`src/rtl/accel_pkg.sv`:
```
// Shared helpers for the accelerator output path: sizing function and lane byte geometry.
package accel_pkg;

  localparam int unsigned BYTE_W = 8;

  // Ceiling log2; clog2(1) = 0.
  function automatic int unsigned clog2(input int unsigned n);
    int unsigned r;
    int unsigned v;
    r = 0;
    v = 1;
    while (v < n) begin
      v = v << 1;
      r = r + 1;
    end
    return r;
  endfunction

  // Number of TSTRB bits covering one packed lane of the given width.
  function automatic int unsigned lane_bytes(input int unsigned lane_width);
    return lane_width / BYTE_W;
  endfunction

endpackage

```
`src/rtl/axis_beat_fifo.sv`:
```
// Beat FIFO behind the packer: first-word-fall-through, register-based storage,
// synchronous clear with priority over push and pop.
module axis_beat_fifo
  import accel_pkg::*;
#(
  parameter int unsigned WIDTH = 73,
  parameter int unsigned DEPTH = 4
) (
  input  logic                   clk,
  input  logic                   rst_n,
  input  logic                   clear,
  input  logic                   push,
  input  logic [WIDTH-1:0]       push_data,
  input  logic                   pop,
  output logic [WIDTH-1:0]       pop_data,
  output logic                   full,
  output logic                   empty,
  output logic [clog2(DEPTH):0]  level
);

  localparam int unsigned PTR_W = clog2(DEPTH);

  logic [WIDTH-1:0] mem_q [DEPTH];
  logic [PTR_W-1:0] wr_ptr_q;
  logic [PTR_W-1:0] rd_ptr_q;
  logic [PTR_W:0]   level_q;
  logic             do_push;
  logic             do_pop;

  assign full     = (level_q == (PTR_W + 1)'(DEPTH));
  assign empty    = (level_q == '0);
  // A full FIFO refuses the push even when the head leaves in the same cycle.
  assign do_push  = push && !full;
  assign do_pop   = pop && !empty;
  assign pop_data = mem_q[rd_ptr_q];
  assign level    = level_q;

  // Storage, pointers and occupancy; pointers wrap naturally since DEPTH is a power of two.
  always_ff @(posedge clk or negedge rst_n) begin
    if (!rst_n) begin
      for (int i = 0; i < int'(DEPTH); i++) begin
        mem_q[i] <= '0;
      end
      wr_ptr_q <= '0;
      rd_ptr_q <= '0;
      level_q  <= '0;
    end else if (clear) begin
      wr_ptr_q <= '0;
      rd_ptr_q <= '0;
      level_q  <= '0;
    end else begin
      if (do_push) begin
        mem_q[wr_ptr_q] <= push_data;
        wr_ptr_q        <= wr_ptr_q + PTR_W'(1);
      end
      if (do_pop) begin
        rd_ptr_q <= rd_ptr_q + PTR_W'(1);
      end
      level_q <= level_q + {{PTR_W{1'b0}}, do_push} - {{PTR_W{1'b0}}, do_pop};
    end
  end

endmodule

```
`src/rtl/axis_out_packer.sv`:
```
// Output AXIS master stage: packs datapath result words into wide beats, buffers them,
// generates TLAST (datapath flag or beat count) and reports overflow / frame completion.
module axis_out_packer
  import accel_pkg::*;
#(
  parameter int unsigned IN_WIDTH   = 32,
  parameter int unsigned PACK_RATIO = 2,
  parameter int unsigned FIFO_DEPTH = 4,
  parameter int unsigned AF_MARGIN  = 1,
  parameter int unsigned CNT_WIDTH  = 16
) (
  input  logic                             clk,
  input  logic                             rst_n,
  input  logic                             clear,
  input  logic [IN_WIDTH-1:0]              in_data,
  input  logic                             in_valid,
  input  logic                             in_last,
  output logic                             in_ready,
  output logic                             almost_full,
  input  logic                             cfg_auto_last_en,
  input  logic [CNT_WIDTH-1:0]             cfg_beats_per_frame,
  output logic [IN_WIDTH*PACK_RATIO-1:0]   M_AXIS_TDATA,
  output logic [IN_WIDTH*PACK_RATIO/8-1:0] M_AXIS_TSTRB,
  output logic                             M_AXIS_TVALID,
  output logic                             M_AXIS_TLAST,
  input  logic                             M_AXIS_TREADY,
  output logic [clog2(FIFO_DEPTH):0]       fifo_level,
  output logic                             frame_done,
  output logic                             overflow_err,
  input  logic                             err_clear
);

  localparam int unsigned OUT_WIDTH  = IN_WIDTH * PACK_RATIO;
  localparam int unsigned STRB_WIDTH = OUT_WIDTH / 8;
  localparam int unsigned LANE_B     = lane_bytes(IN_WIDTH);
  localparam int unsigned LANE_W     = (PACK_RATIO > 1) ? clog2(PACK_RATIO) : 1;
  // Only lanes before the last one need storage; the last lane comes straight from in_data.
  localparam int unsigned PACK_W     = (PACK_RATIO > 1) ? PACK_RATIO - 1 : 1;
  localparam int unsigned ENTRY_W    = OUT_WIDTH + STRB_WIDTH + 1;

  logic [PACK_W-1:0][IN_WIDTH-1:0] pack_q;
  logic [LANE_W-1:0]               lane_idx_q;
  logic [CNT_WIDTH-1:0]            beat_cnt_q;
  logic                            frame_done_q;
  logic                            overflow_q;

  logic                  fifo_full;
  logic                  fifo_empty;
  logic [ENTRY_W-1:0]    fifo_wdata;
  logic [ENTRY_W-1:0]    fifo_rdata;
  logic                  accept;
  logic                  auto_eff;
  logic                  lane_last;
  logic                  auto_last;
  logic                  beat_last;
  logic                  push;
  logic                  pop;
  logic [OUT_WIDTH-1:0]  beat_data;
  logic [STRB_WIDTH-1:0] beat_strb;

  assign in_ready  = !fifo_full;
  assign accept    = in_valid && in_ready;
  // A zero beat count means "no auto framing", so fall back to in_last.
  assign auto_eff  = cfg_auto_last_en && (cfg_beats_per_frame != '0);
  assign lane_last = (lane_idx_q == LANE_W'(PACK_RATIO - 1));
  assign auto_last = auto_eff && (beat_cnt_q == cfg_beats_per_frame - CNT_WIDTH'(1));
  assign beat_last = auto_eff ? auto_last : in_last;
  assign push      = accept && (lane_last || (in_last && !auto_eff));
  assign pop       = M_AXIS_TVALID && M_AXIS_TREADY;

  // Assemble the outgoing beat: stored lanes, the current word, zeros (and zero strobes) above it.
  always_comb begin
    beat_data = '0;
    beat_strb = '0;
    for (int l = 0; l < int'(PACK_RATIO) - 1; l++) begin
      if (LANE_W'(l) < lane_idx_q) begin
        beat_data[l*IN_WIDTH +: IN_WIDTH] = pack_q[l];
        beat_strb[l*LANE_B +: LANE_B]     = '1;
      end
    end
    for (int l = 0; l < int'(PACK_RATIO); l++) begin
      if (LANE_W'(l) == lane_idx_q) begin
        beat_data[l*IN_WIDTH +: IN_WIDTH] = in_data;
        beat_strb[l*LANE_B +: LANE_B]     = '1;
      end
    end
  end

  assign fifo_wdata = {beat_last, beat_strb, beat_data};

  axis_beat_fifo #(
    .WIDTH (ENTRY_W),
    .DEPTH (FIFO_DEPTH)
  ) u_fifo (
    .clk       (clk),
    .rst_n     (rst_n),
    .clear     (clear),
    .push      (push),
    .push_data (fifo_wdata),
    .pop       (pop),
    .pop_data  (fifo_rdata),
    .full      (fifo_full),
    .empty     (fifo_empty),
    .level     (fifo_level)
  );

  assign M_AXIS_TVALID = !fifo_empty;
  assign M_AXIS_TDATA  = fifo_rdata[OUT_WIDTH-1:0];
  assign M_AXIS_TSTRB  = fifo_rdata[OUT_WIDTH +: STRB_WIDTH];
  assign M_AXIS_TLAST  = fifo_rdata[ENTRY_W-1];
  assign almost_full   = (fifo_level >= ($bits(fifo_level))'(FIFO_DEPTH - AF_MARGIN));
  assign frame_done    = frame_done_q;
  assign overflow_err  = overflow_q;

  // Lane position, partial-beat storage and auto-mode beat counter; dropped words leave them alone.
  always_ff @(posedge clk or negedge rst_n) begin
    if (!rst_n) begin
      pack_q     <= '0;
      lane_idx_q <= '0;
      beat_cnt_q <= '0;
    end else if (clear) begin
      lane_idx_q <= '0;
      beat_cnt_q <= '0;
    end else if (accept) begin
      if (push) begin
        lane_idx_q <= '0;
        if (auto_eff) begin
          beat_cnt_q <= auto_last ? '0 : beat_cnt_q + CNT_WIDTH'(1);
        end
      end else begin
        lane_idx_q <= lane_idx_q + LANE_W'(1);
        for (int l = 0; l < int'(PACK_W); l++) begin
          if (LANE_W'(l) == lane_idx_q) begin
            pack_q[l] <= in_data;
          end
        end
      end
    end
  end

  // Frame-done pulse follows the TLAST handshake; overflow is sticky and a new drop beats err_clear.
  always_ff @(posedge clk or negedge rst_n) begin
    if (!rst_n) begin
      frame_done_q <= 1'b0;
      overflow_q   <= 1'b0;
    end else begin
      frame_done_q <= pop && M_AXIS_TLAST;
      if (in_valid && !in_ready) begin
        overflow_q <= 1'b1;
      end else if (err_clear) begin
        overflow_q <= 1'b0;
      end
    end
  end

endmodule

```
`config.mk`:
```
export PLATFORM = sky130hd
export DESIGN_NAME = axis_out_packer
export DESIGN_NICKNAME = d
export VERILOG_FILES = /design/src/rtl/accel_pkg.sv /design/src/rtl/axis_beat_fifo.sv /design/src/rtl/axis_out_packer.sv
export SDC_FILE = /design/constraint.sdc
export NUM_CORES = 1
export LEC_CHECK = 0
export BUFFER_PORTS_ARGS = -buffer_cell sky130_fd_sc_hd__buf_2
export CAP_MARGIN = 20
export CORE_MARGIN = 4
export CORE_UTILIZATION = 55
export DETAILED_ROUTE_END_ITERATION = 10
export HOLD_SLACK_MARGIN = 0.1
export PLACE_DENSITY = 0.72
export SLEW_MARGIN = 0
export SYNTH_ARGS = -nofsm -noshare
export SYNTH_HDL_FRONTEND = slang
export SYNTH_SLANG_ARGS = --single-unit
```
`constraint.sdc`:
```
create_clock -name clk -period 3 [get_ports clk]
set_input_delay 0.3 -clock clk [delete_from_list [all_inputs] [get_ports clk]]
set_output_delay 0.3 -clock clk [all_outputs]
set_load 0.01 [all_outputs]
```
==> metrics.md, run 1 <==
| Metric | Value |
|---|---|
| Outcome | completed |
| Die span in x | 171 um |
| WP data required | 2700 ps |
| Post-route setup slack | 409 ps |
| DRT Pass-1 Iters | 5 |
| Register bit count reported by yosys | 326 |
| Synth Flop Type | dfrtp_1 |
| Later-pin clock latency in the skew report | 530 ps |
| Ys Warns | 0 |
| Worst stage delay on the critical path | 740 ps |
| Area of the core | 26,100 um2 |
| Xor-xnor portion of the synthesized cell area | 1.91% |
| ANT cells | 0 |
| Vias per cell | 5.77 |
| IO Port Bufs | 136 |
| Total Power | 13.9 mW |
| Vias in the first global route | 10.7k |
| Post-synthesis area per instance | 11.1 um2 |
| Clk buf depth | 3 |
| GRT Util Overall | 24.7% |
| Pwr dens | 810 nW/um2 |
| Largest family of logic cells by synthesized area | multiplexers |
| Reg-to-reg slack, setup | 520 ps |
| Vias | 10.4k |
| Cells along the critical path | buf_12 > mux4_2 > buf_2 |
| Io pins | 137 |
| Mapped Cells | 1,325 |
| CP Launch Type | flip-flop |
| Sequential area share after synthesis | 55.7% |
| Final setup viols | 0 |
| PostCTS Resize Cnt | 0 |
| Num CTS Buffers | 34 |
| Crit path arrival time | 2290 ps |
| Die Y | 171 um |
| Antenna violations before repair | 1 |
| Fill cells | 2,012 |
| Worst slew pin tran | 590 ps |
| CTS tree | built |
| Drt wl/cell | 19.5 um |
| Largest net degree at the start of global routing | 133 |
| Total Wirelength | 35,400 um |
| Setup_tns | 0 ps |
| Hold WC Path Type | primary input to flip-flop |
| Most common cell after layout, fill and taps aside | dfrtp_1 |
| Starting Density | 56.1% |
| CP max stage cell | dfrtp_4 |
| Leakage | 7.72 nW |
| Mux share of post-synthesis cell area | 15.7% |
| Gpl congestion | 0.853 |
| Clk slew on worst S/H paths | 60 ps |
| Pre-CTS setup slack | 195 ps |
| Post-synthesis cell area | 14,600 um2 |
| WS Path Type | flip-flop to primary output |
| Max-Cap Viols | 0 |
| Post-synthesis adder-cell area fraction | 0.991% |
| WHS | 112 ps |
| Post-CTS Setup Bufs | 0 |
| Period minus WS final | 2590 ps |
| Fin Clk Skew | 29.4 ps |
| CP max FO | 22 |
| Final Hold Vio Count | 0 |
| Post-detailed-route DRC marker count | 0 |
| Fmax | 0.386 GHz |
| First-pass GRT wire length | 57,100 um |
| Num Clock Sinks | 326 |
| CP delay by family, top | flip-flops |
| Async SR Flop Fraction | 100% |
| Mapped Nets | 1,392 |
| Rows | 59 |
| Initial detailed-routing violation count | 784 |
| Share of cells above drive strength 1 | 23.1% |
| Peak supply drop | 0.000394 V |
| H-tree depth | 2 |
| Die area | 29,300 um2 |
| Crit share post-route | 86.4% |
| Cell variety after synth | 58 |
| CTS root buf | clkbuf_16 |
| RSZ-0062 raised after global routing | false |
| Most frequent cells in the layout | dfrtp_1 (323), nand2_1 (314), o21ai_0 (259) |
| Synth-to-Final Area Change | 16.8% |
| Post-route ant nets | 0 |
| Worst setup EP type | primary output |
| DP Wirelength | 22,900 um |
| Post-synthesis simple-gate area fraction | 12.0% |
| Bufs and invs on worst path | 2 |
| Grt total ovfl | 0 |
| Nets | 1,518 |
| Number of synthesized flops with an enable pin | 0 |
| CTS Hold Bufs | 24 |
| Worst relative slew slack | 59.5% |
| Post-synthesis compound-gate area fraction | 10.4% |
| Pins Over Slew Limit | 0 |
[cells in the mapped netlist, types with 3 or more instances]
cell type | number | area share, %
dfrtp_1 | 326 | 56
nand2_1 | 314 | 8.0
o21ai_0 | 259 | 8.8
mux4_2 | 67 | 10
clkbuf_1 | 44 | 1.1
mux2i_1 | 38 | 2.6
buf_2 | 37 | 1.3
mux2_2 | 37 | 2.8
nor2_1 | 37 | 0.95
xor2_1 | 17 | 1.0
xnor2_1 | 15 | 0.90
inv_1 | 13 | 0.33
ha_1 | 10 | 0.85
buf_1 | 9 | 0.23
nand3_1 | 9 | 0.31
nand2b_1 | 8 | 0.34
buf_4 | 7 | 0.36
a21oi_1 | 6 | 0.21
nor3_1 | 6 | 0.21
o21ai_1 | 6 | 0.21
a31oi_1 | 4 | 0.17
nand2_2 | 4 | 0.17
nand3b_1 | 4 | 0.21
nand4_1 | 4 | 0.17
and3_1 | 3 | 0.13
nor2b_1 | 3 | 0.13
or3_1 | 3 | 0.13
[state kept, by name (all words and copies together) (netlist names), 2 cells and up]
| register | cells |
|---|---|
| beat_cnt_q | 16 |
| u_fifo.rd_ptr_q | 2 |
| u_fifo.mem_q | 268 |
| u_fifo.level | 3 |
| pack_q | 32 |
| u_fifo.wr_ptr_q | 2 |
[stage by stage]
stage | std cells | cell area [um2] | util (%)
floorplan | 1325 | 14600 | -
global placement | 1726 | 15700 | 60.1
detailed placement | 1726 | 15700 | 60.1
CTS | 1810 | 17100 | 65.5
global route | 1810 | 17100 | 65.5
finish | 1810 | 17100 | 65.5
[power by group]
group | total [mW] | switching (mW) | internal (mW)
clock network | 4.31 | 1.72 | 2.59
logic | 3.64 | 1.91 | 1.74
registers | 5.91 | 0.577 | 5.33
[routing by layer]
| layer | share of wire, % | GRT usage [%] | wire length (um) | up-vias |
|---|---|---|---|---|
| met5 | 0.037 | 0 | 13 | - |
| met4 | 1.9 | 6.17 | 682 | 2 |
| met3 | 6.3 | 5.52 | 2240 | 46 |
| li1 | - | - | - | 4846 |
| met1 | 43 | 33.6 | 15100 | 5248 |
| met2 | 49 | 41.2 | 17300 | 300 |
[area by class of cell]
type | instances | area (um2) | area share (%)
well taps | 335 | 419 | 2.45
clock buffers | 50 | 1040 | 6.09
flip-flops and latches | 326 | 8170 | 47.7
repair buffers | 187 | 1280 | 7.50
clock inverters | 10 | 123 | 0.717
inverters | 13 | 48.8 | 0.285
multi-input cells | 889 | 6030 | 35.2
[kinds of logic (layout without fill, tap and decap cells)]
group	Yosys count	count (layout)
AND/OR/NAND/NOR	413	413
flip-flops	326	326
AO/OA/AOI/OAI	291	291
multiplexers	142	142
buffers and inverters	110	260
XOR/XNOR	32	32
adder cells (fa/ha/maj)	11	11
[worst paths after layout]
kind / startpoint / to / cells past startpoint
max: u_fifo.rd_ptr_q[0] / M_AXIS_TDATA[25] / 3
min: in_data[4] / pack_q[4] / 2
max reg2reg: beat_cnt_q[11] / u_fifo.mem_q[145] / 8
min reg2reg: u_fifo.mem_q[140] / u_fifo.mem_q[140] / 1
max in group asynchronous: rst_n / u_fifo.mem_q[92] / 3
min in group asynchronous: rst_n / u_fifo.mem_q[272] / 2
No activity file was read; power rests on OpenSTA's default activity.
==> inputs of run 2 (changes only) <==
Settings changed: BUFFER_PORTS_ARGS -buffer_cell sky130_fd_sc_hd__buf_2 to default, DONT_BUFFER_PORTS from default to 1, PLACE_DENSITY 0.72 to 0.67.
==> metrics.md, run 2 (synthesis gave the netlist of run 1 again) <==
| Metric | Value |
|---|---|
| Pre-CTS setup slack | 192 ps (-3.38 ps) |
| CTS root buf | clkbuf_16 |
| Num Clock Sinks | 326 (unchanged) |
| H-tree depth | 2 (unchanged) |
| DP Wirelength | 21,600 um (-6.0%) |
| Final setup viols | 0 (unchanged) |
| Grt total ovfl | 0 (unchanged) |
| CP delay by family, top | compound AO/OA/AOI/OAI gates |
| Clk buf depth | 3 (unchanged) |
| Drt wl/cell | 20.8 um (+6.3%) |
| RSZ-0062 raised after global routing | false |
| Hold WC Path Type | primary input to async pin |
| Fill cells | 2,095 (+4.1%) |
| Most common cell after layout, fill and taps aside | dfrtp_1 |
| Multi-input logic area | 6030 um2 (unchanged) |
| Final core utilization | 62.9% (-2.6 points) |
| Vias | 9,700 (-7.1%) |
| Most frequent cells in the layout | dfrtp_1 (323), nand2_1 (314), o21ai_0 (259) |
| Pins Over Slew Limit | 0 (unchanged) |
| Peak supply drop | 0.000511 V (+30%) |
| Worst setup EP type | flip-flop |
| Vias per cell | 5.78 (+0.14%) |
| FF+latch area | 8170 um2 (about the same) |
| Post-route setup slack | 442 ps (+33.0 ps) |
| Final Hold Vio Count | 326 (+326) |
| Period minus WS final | 2560 ps (-33.0 ps) |
| Gpl congestion | 0.873 (+2.4%) |
| RR Startpoint | beat_cnt_q[11] |
| Post-CTS Setup Bufs | 0 (unchanged) |
| Max reg flops | 268 (unchanged) |
| GRT met1 Usage | 34.3% (+0.66 points) |
| Worst stage delay on the critical path | 430 ps (-310 ps) |
| Met3 GRT Util | 5.75% (+0.23 points) |
| Leakage | 7.08 nW (-8.2%) |
| Fmax | 0.391 GHz (+1.3%) |
| Share of cells above drive strength 1 | 14.3% (-8.8 points) |
| Antenna violations before repair | 1 (unchanged) |
| Critical path depth | 8 (+5) |
| GRT Util Overall | 24.4% (-0.28 points) |
| Die area | 29,300 um2 (unchanged) |
| Die span in x | 171 um (unchanged) |
| Biggest registers after layout | u_fifo.mem_q (268), pack_q (32), beat_cnt_q (16) |
| CTS Hold Bufs | 37 (+54%) |
| Pwr dens | 802 nW/um2 (-0.95%) |
| Failing checks | negative hold slack |
| Cells along the critical path | xor2_1 > nor3b_1 > nor4b_1 > nor4_1 > a211oi_1 > o2111ai_2 > a21boi_0 > o21ai_0 |
| Register-to-Register Path Depth | 8 (unchanged) |
| WHS | -507 ps (-619 ps) |
| Post-detailed-route DRC marker count | 0 (unchanged) |
| Bufs and invs on worst path | 0 (-2) |
| Reg-to-reg slack, setup | 440 ps (-80 ps) |
| Num CTS Buffers | 35 (+2.9%) |
| Rows | 59 (unchanged) |
| Initial detailed-routing violation count | 737 (-6.0%) |
| Post-route ant nets | 0 (unchanged) |
| Fin Clk Skew | 16.1 ps (-13.3 ps) |
| Die Y | 171 um (unchanged) |
| CP Launch Type | flip-flop |
| Worst relative slew slack | 37.1% (-22 points) |
| Outcome | finished, violations left |
| Vias in the first global route | 9,899 (-7.1%) |
| Crit path arrival time | 2920 ps (+630 ps) |
| Largest net degree at the start of global routing | 327 (+150%) |
| CTS tree | built |
| Setup_tns | 0 ps (unchanged) |
| IO Port Bufs | 0 (-100%) |
| Worst Setup SP | beat_cnt_q[11] |
| Starting Density | 56.1% (unchanged) |
| Synth-to-Final Area Change | 12.2% |
| CP max FO | 7 (-68%) |
| GRT busiest layer | met2 |
| WP data required | 3360 ps (+660 ps) |
| Total Power | 13.2 mW (-4.9%) |
| Later-pin clock latency in the skew report | 510 ps (-20 ps) |
| Worst slew pin tran | 944 ps (+353 ps) |
| RR Endpoint | u_fifo.mem_q[72] |
| CP max stage cell | dfrtp_1 |
| DRT Pass-1 Iters | 5 (unchanged) |
| First-pass GRT wire length | 56,200 um (-1.6%) |
| Io pins | 137 (unchanged) |
| WS Path Type | flip-flop to flip-flop |
| Clk slew on worst S/H paths | 60 ps (about the same) |
| CP endpoint | u_fifo.mem_q[72] |
| PostCTS Resize Cnt | 0 (unchanged) |
| GR Util met2 | 39.5% (-1.7 points) |
| Total Wirelength | 34,900 um (-1.4%) |
| Top reg by flops | u_fifo.mem_q |
| Max-Cap Viols | 0 (unchanged) |
| Area of the core | 26,100 um2 (unchanged) |
| Nets | 1,386 (-8.7%) |
| Crit share post-route | 85.3% (-1.1 points) |
[run 2: cell count changes in the layout (fill, tap and decap cells not counted), sizes merged]
| cell | previous run | this run |
|---|---|---|
| clkinv | 8 | 7 |
| inv | 13 | 14 |
| buf | 163 | 17 |
| dlygate4sd3 | 24 | 37 |
| diode | 0 | 1 |
| clkbuf | 50 | 51 |
[run 2: per-layer routing]
layer / share of wire (%) / wire length (um)
met1: 43 / 15000
met2: 48 / 16900
met3: 6.4 / 2240
met4: 2.2 / 760
met5: 0 / 0
[run 2: stage by stage]
step / hold WS [ps] / cells / area [um2]
after CTS: -520 / 1678 / 16400
after floorplan: 4.41 / 1325 / 14600
after global placement: 19.8 / 1580 / 14900
after detailed placement: 17.4 / 1580 / 14900
final: -507 / 1679 / 16400
after global routing: -531 / 1679 / 16400
[run 2: final cells by class]
type	instances	area share, %
sequential	326	49.7
clock buffer	51	6.25
timing repair buffer	54	3.79
tap	335	2.55
clock inverter	10	0.723
antenna	1	0.0152
inverter	13	0.297
multi-input combinational	889	36.7
[run 2: worst min path at each step]
stage	cells past startpoint	slack [ps]	end
after global placement	0	20	u_fifo.mem_q[274]
after detailed placement	0	20	u_fifo.mem_q[201]
after global routing	0	-530	u_fifo.mem_q[201]
after CTS	0	-520	u_fifo.mem_q[172]
after floorplan	0	4	beat_cnt_q[0]
final	0	-510	u_fifo.mem_q[201]
[run 2: worst reg2reg max path, delay by kind of cell (launching register included)]
family / cells / cell delay, ps
AO/OA/AOI/OAI: 4 / 1040
XOR/XNOR: 1 / 200
flip-flops: 1 / 430
AND/OR/NAND/NOR: 3 / 740
[run 2: report_power, final]
part           switching (mW)  internal, mW
registers               0.564          5.34
logic                    1.64          1.37
clock network            1.72          2.56
==> inputs of run 3 (changes only) <==
Settings changed: ABC_AREA from default to 1.
==> metrics.md, run 3 <==
| Metric | Value |
|---|---|
| Post-Layout Cell Count | 2,359 (+41%) |
| Critical path depth | 4 (-4) |
| # placed instances | 2,254 (+43%) |
| Cells along the critical path | inv_4 > buf_4 > o21ai_0 > o22ai_1 |
| Mapped Nets | 2,045 (+47%) |
| Initial detailed-routing violation count | 1,518 (+110%) |
| Grt total ovfl | 0 (unchanged) |
| Largest net degree at the start of global routing | 327 (unchanged) |
| Fin Clk Skew | 19.1 ps (+3.00 ps) |
| Peak supply drop | 0.000584 V (+14%) |
| Worst relative slew slack | 29.1% (-7.9 points) |
| CP Launch Type | flip-flop |
| Number of synthesized flops with an enable pin | 0 (unchanged) |
| Period minus WS final | 2590 ps (+31.4 ps) |
| Post-synthesis cell area | 15,400 um2 (+5.0%) |
| Vias | 13.2k (+36%) |
| Clk buf depth | 3 (unchanged) |
| Async SR Flop Fraction | 100% (unchanged) |
| Post-CTS Setup Bufs | 0 (unchanged) |
| DRT Pass-1 Iters | 6 (+1) |
| Num CTS Buffers | 37 (+5.7%) |
| Die Y | 175 um (+2.3%) |
| Starting Density | 56.4% (+0.38 points) |
| Worst stage delay on the critical path | 500 ps (+70 ps) |
| Fmax | 0.386 GHz (-1.2%) |
| Rows | 60 (+1.7%) |
| H-tree depth | 2 (unchanged) |
| Max reg flops | 268 (unchanged) |
| RSZ-0062 raised after global routing | false |
| WS Path Type | flip-flop to primary output |
| Area of the core | 27,300 um2 (+4.3%) |
| Crit path arrival time | 2290 ps (-630 ps) |
| Sequential area share after synthesis | 53.1% (-2.6 points) |
| WP data required | 2700 ps (-660 ps) |
| Fill cells | 2,419 (+15%) |
| Ys Warns | 0 (unchanged) |
| Worst slew pin tran | 1050 ps (+108 ps) |
| Hold WC Path Type | primary input to async pin |
| Pins Over Slew Limit | 0 (unchanged) |
| Io pins | 137 (unchanged) |
| CTS Hold Bufs | 37 (unchanged) |
| CP delay by family, top | buffers and inverters |
| Final setup viols | 0 (unchanged) |
| CP max FO | 34 (+27) |
| DP Wirelength | 25,900 um (+20%) |
| Yosys top cell by area | dfrtp_1 |
| Register-to-Register Path Depth | 11 (+3) |
| Synth Flop Type | dfrtp_1 |
| Crit share post-route | 86.3% (+1.0 points) |
| First-pass GRT wire length | 69,600 um (+24%) |
| Register bit count reported by yosys | 326 (unchanged) |
| Outcome | finished, violations left |
| Nets | 2,025 (+46%) |
| Share of cells above drive strength 1 | 5.15% (-9.1 points) |
| GRT Util Overall | 28.3% (+3.8 points) |
| Top reg by flops | u_fifo.mem_q |
| Synth-to-Final Area Change | 11.5% |
| Most frequent cells in the layout | nand2_1 (745), o21ai_0 (327), dfrtp_1 (323) |
| Bufs and invs on worst path | 2 (+2) |
| IO Port Bufs | 0 (unchanged) |
| Biggest registers after layout | u_fifo.mem_q (268), pack_q (32), beat_cnt_q (16) |
| Post-detailed-route DRC marker count | 0 (unchanged) |
| Post-synthesis area per instance | 7.77 um2 (-30%) |
| Worst setup EP type | primary output |
| CTS tree | built |
| Cell variety after synth | 31 (-47%) |
| Synth top area share | 53.1% (-2.6 points) |
| Synth top cells by count | nand2_1 (745), o21ai_0 (327), dfrtp_1 (326) |
| WHS | -506 ps (+1.02 ps) |
| Vias per cell | 5.60 (-3.1%) |
| Mapped Cells | 1,978 (+49%) |
| Total Wirelength | 43,300 um (+24%) |
| Gpl congestion | 0.832 (-4.6%) |
| Most common cell after layout, fill and taps aside | nand2_1 |
| Die span in x | 175 um (+2.3%) |
| Final core utilization | 62.9% (about the same) |
| Pwr dens | 813 nW/um2 (+1.4%) |
| Num Clock Sinks | 326 (unchanged) |
| Antenna violations before repair | 8 (+7) |
| Post-route ant nets | 0 (unchanged) |
| Setup_tns | 0 ps (unchanged) |
| Die area | 30,700 um2 (+4.7%) |
| Failing checks | negative hold slack |
| Vias in the first global route | 12.5k (+26%) |
| Top post-synthesis cells by area | dfrtp_1 (53%), nand2_1 (18%), o21ai_0 (11%) |
| Clk slew on worst S/H paths | 60 ps (about the same) |
| Final Hold Vio Count | 326 (unchanged) |
| PostCTS Resize Cnt | 0 (unchanged) |
| Drt wl/cell | 18.4 um (-12%) |
| CTS root buf | clkbuf_16 |
| CP max stage cell | dfrtp_4 |
| Later-pin clock latency in the skew report | 520 ps (about the same) |
| Leakage | 8.60 nW (+21%) |
| Max-Cap Viols | 0 (unchanged) |
| Most frequent cell after synthesis | nand2_1 |
==> run 3: cell count changes after synthesis, sizes merged, moves of 11 or more <==
cell	previous run	this run
a21oi	6	17
buf	53	30
clkbuf	44	93
inv	13	93
mux2	37	0
mux2i	38	0
mux4	67	0
nand2	318	751
nand3	9	32
nor2	37	182
o21ai	265	337
o22ai	0	67
==> run 3: cell families (layout without fill, tap and decap cells) <==
group,Yosys count,in the layout,synth area share (%)
xor+xnor,16,16,0.911
simple gates,985,985,25.0
buf+inv,217,220,5.79
compound gates,423,423,14.3
other cells,0,6,0
fa+ha+maj,11,11,0.944
flops,326,326,53.1
==> run 3: final timing paths <==
kind                                     from                 end  slack, ps
min                                     rst_n   u_fifo.mem_q[119]       -510
max in group asynchronous               rst_n  u_fifo.rd_ptr_q[0]       2660
max                        u_fifo.rd_ptr_q[0]     M_AXIS_TDATA[8]        410
max reg2reg                   u_fifo.level[1]    u_fifo.mem_q[22]        650
min reg2reg                 u_fifo.mem_q[140]   u_fifo.mem_q[140]        470
min in group clk                  in_data[20]   u_fifo.mem_q[271]        120
==> run 3: stage by stage <==
| stage | setup slack [ps] | cell area (um2) | power [mW] | hold WS (ps) |
|---|---|---|---|---|
| 2_1_floorplan | 897 | 15400 | 8.58 | 4.41 |
| 3_3_place_gp | 664 | 15600 | 9.45 | 18.4 |
| 3_5_place_dp | 621 | 15600 | 9.54 | 14.9 |
| 4_1_cts | 429 | 17100 | 14.0 | -525 |
| 5_1_grt | 284 | 17100 | 14.8 | -527 |
| 6_report | 411 | 17200 | 13.9 | -506 |
==> run 3: routing by layer <==
layer	GRT usage, %	vias up	routed length (um)
li1	-	6307	-
met3	6.47	83	3560
met2	43.1	445	19600
met5	0	-	63
met1	40.7	6366	18900
met4	8.51	10	1230
==> run 3: layout make-up <==
class / instances / area, um2 / area share, %
flip-flops and latches: 326 / 8160 / 47.6
well taps: 372 / 465 / 2.71
clock inverters: 6 / 62.6 / 0.365
diodes: 6 / 15.0 / 0.0875
repair buffers: 64 / 648 / 3.78
inverters: 94 / 355 / 2.07
clock buffers: 56 / 1110 / 6.47
multi-input cells: 1435 / 6330 / 36.9
==> run 3: report_power, final <==
group	leakage, nW	switching [mW]	total (mW)	internal (mW)
combinational	3.64	2.48	3.61	1.12
sequential	4.39	0.546	5.95	5.40
clock	0.578	1.76	4.39	2.63
total	8.60	4.79	13.9	9.16
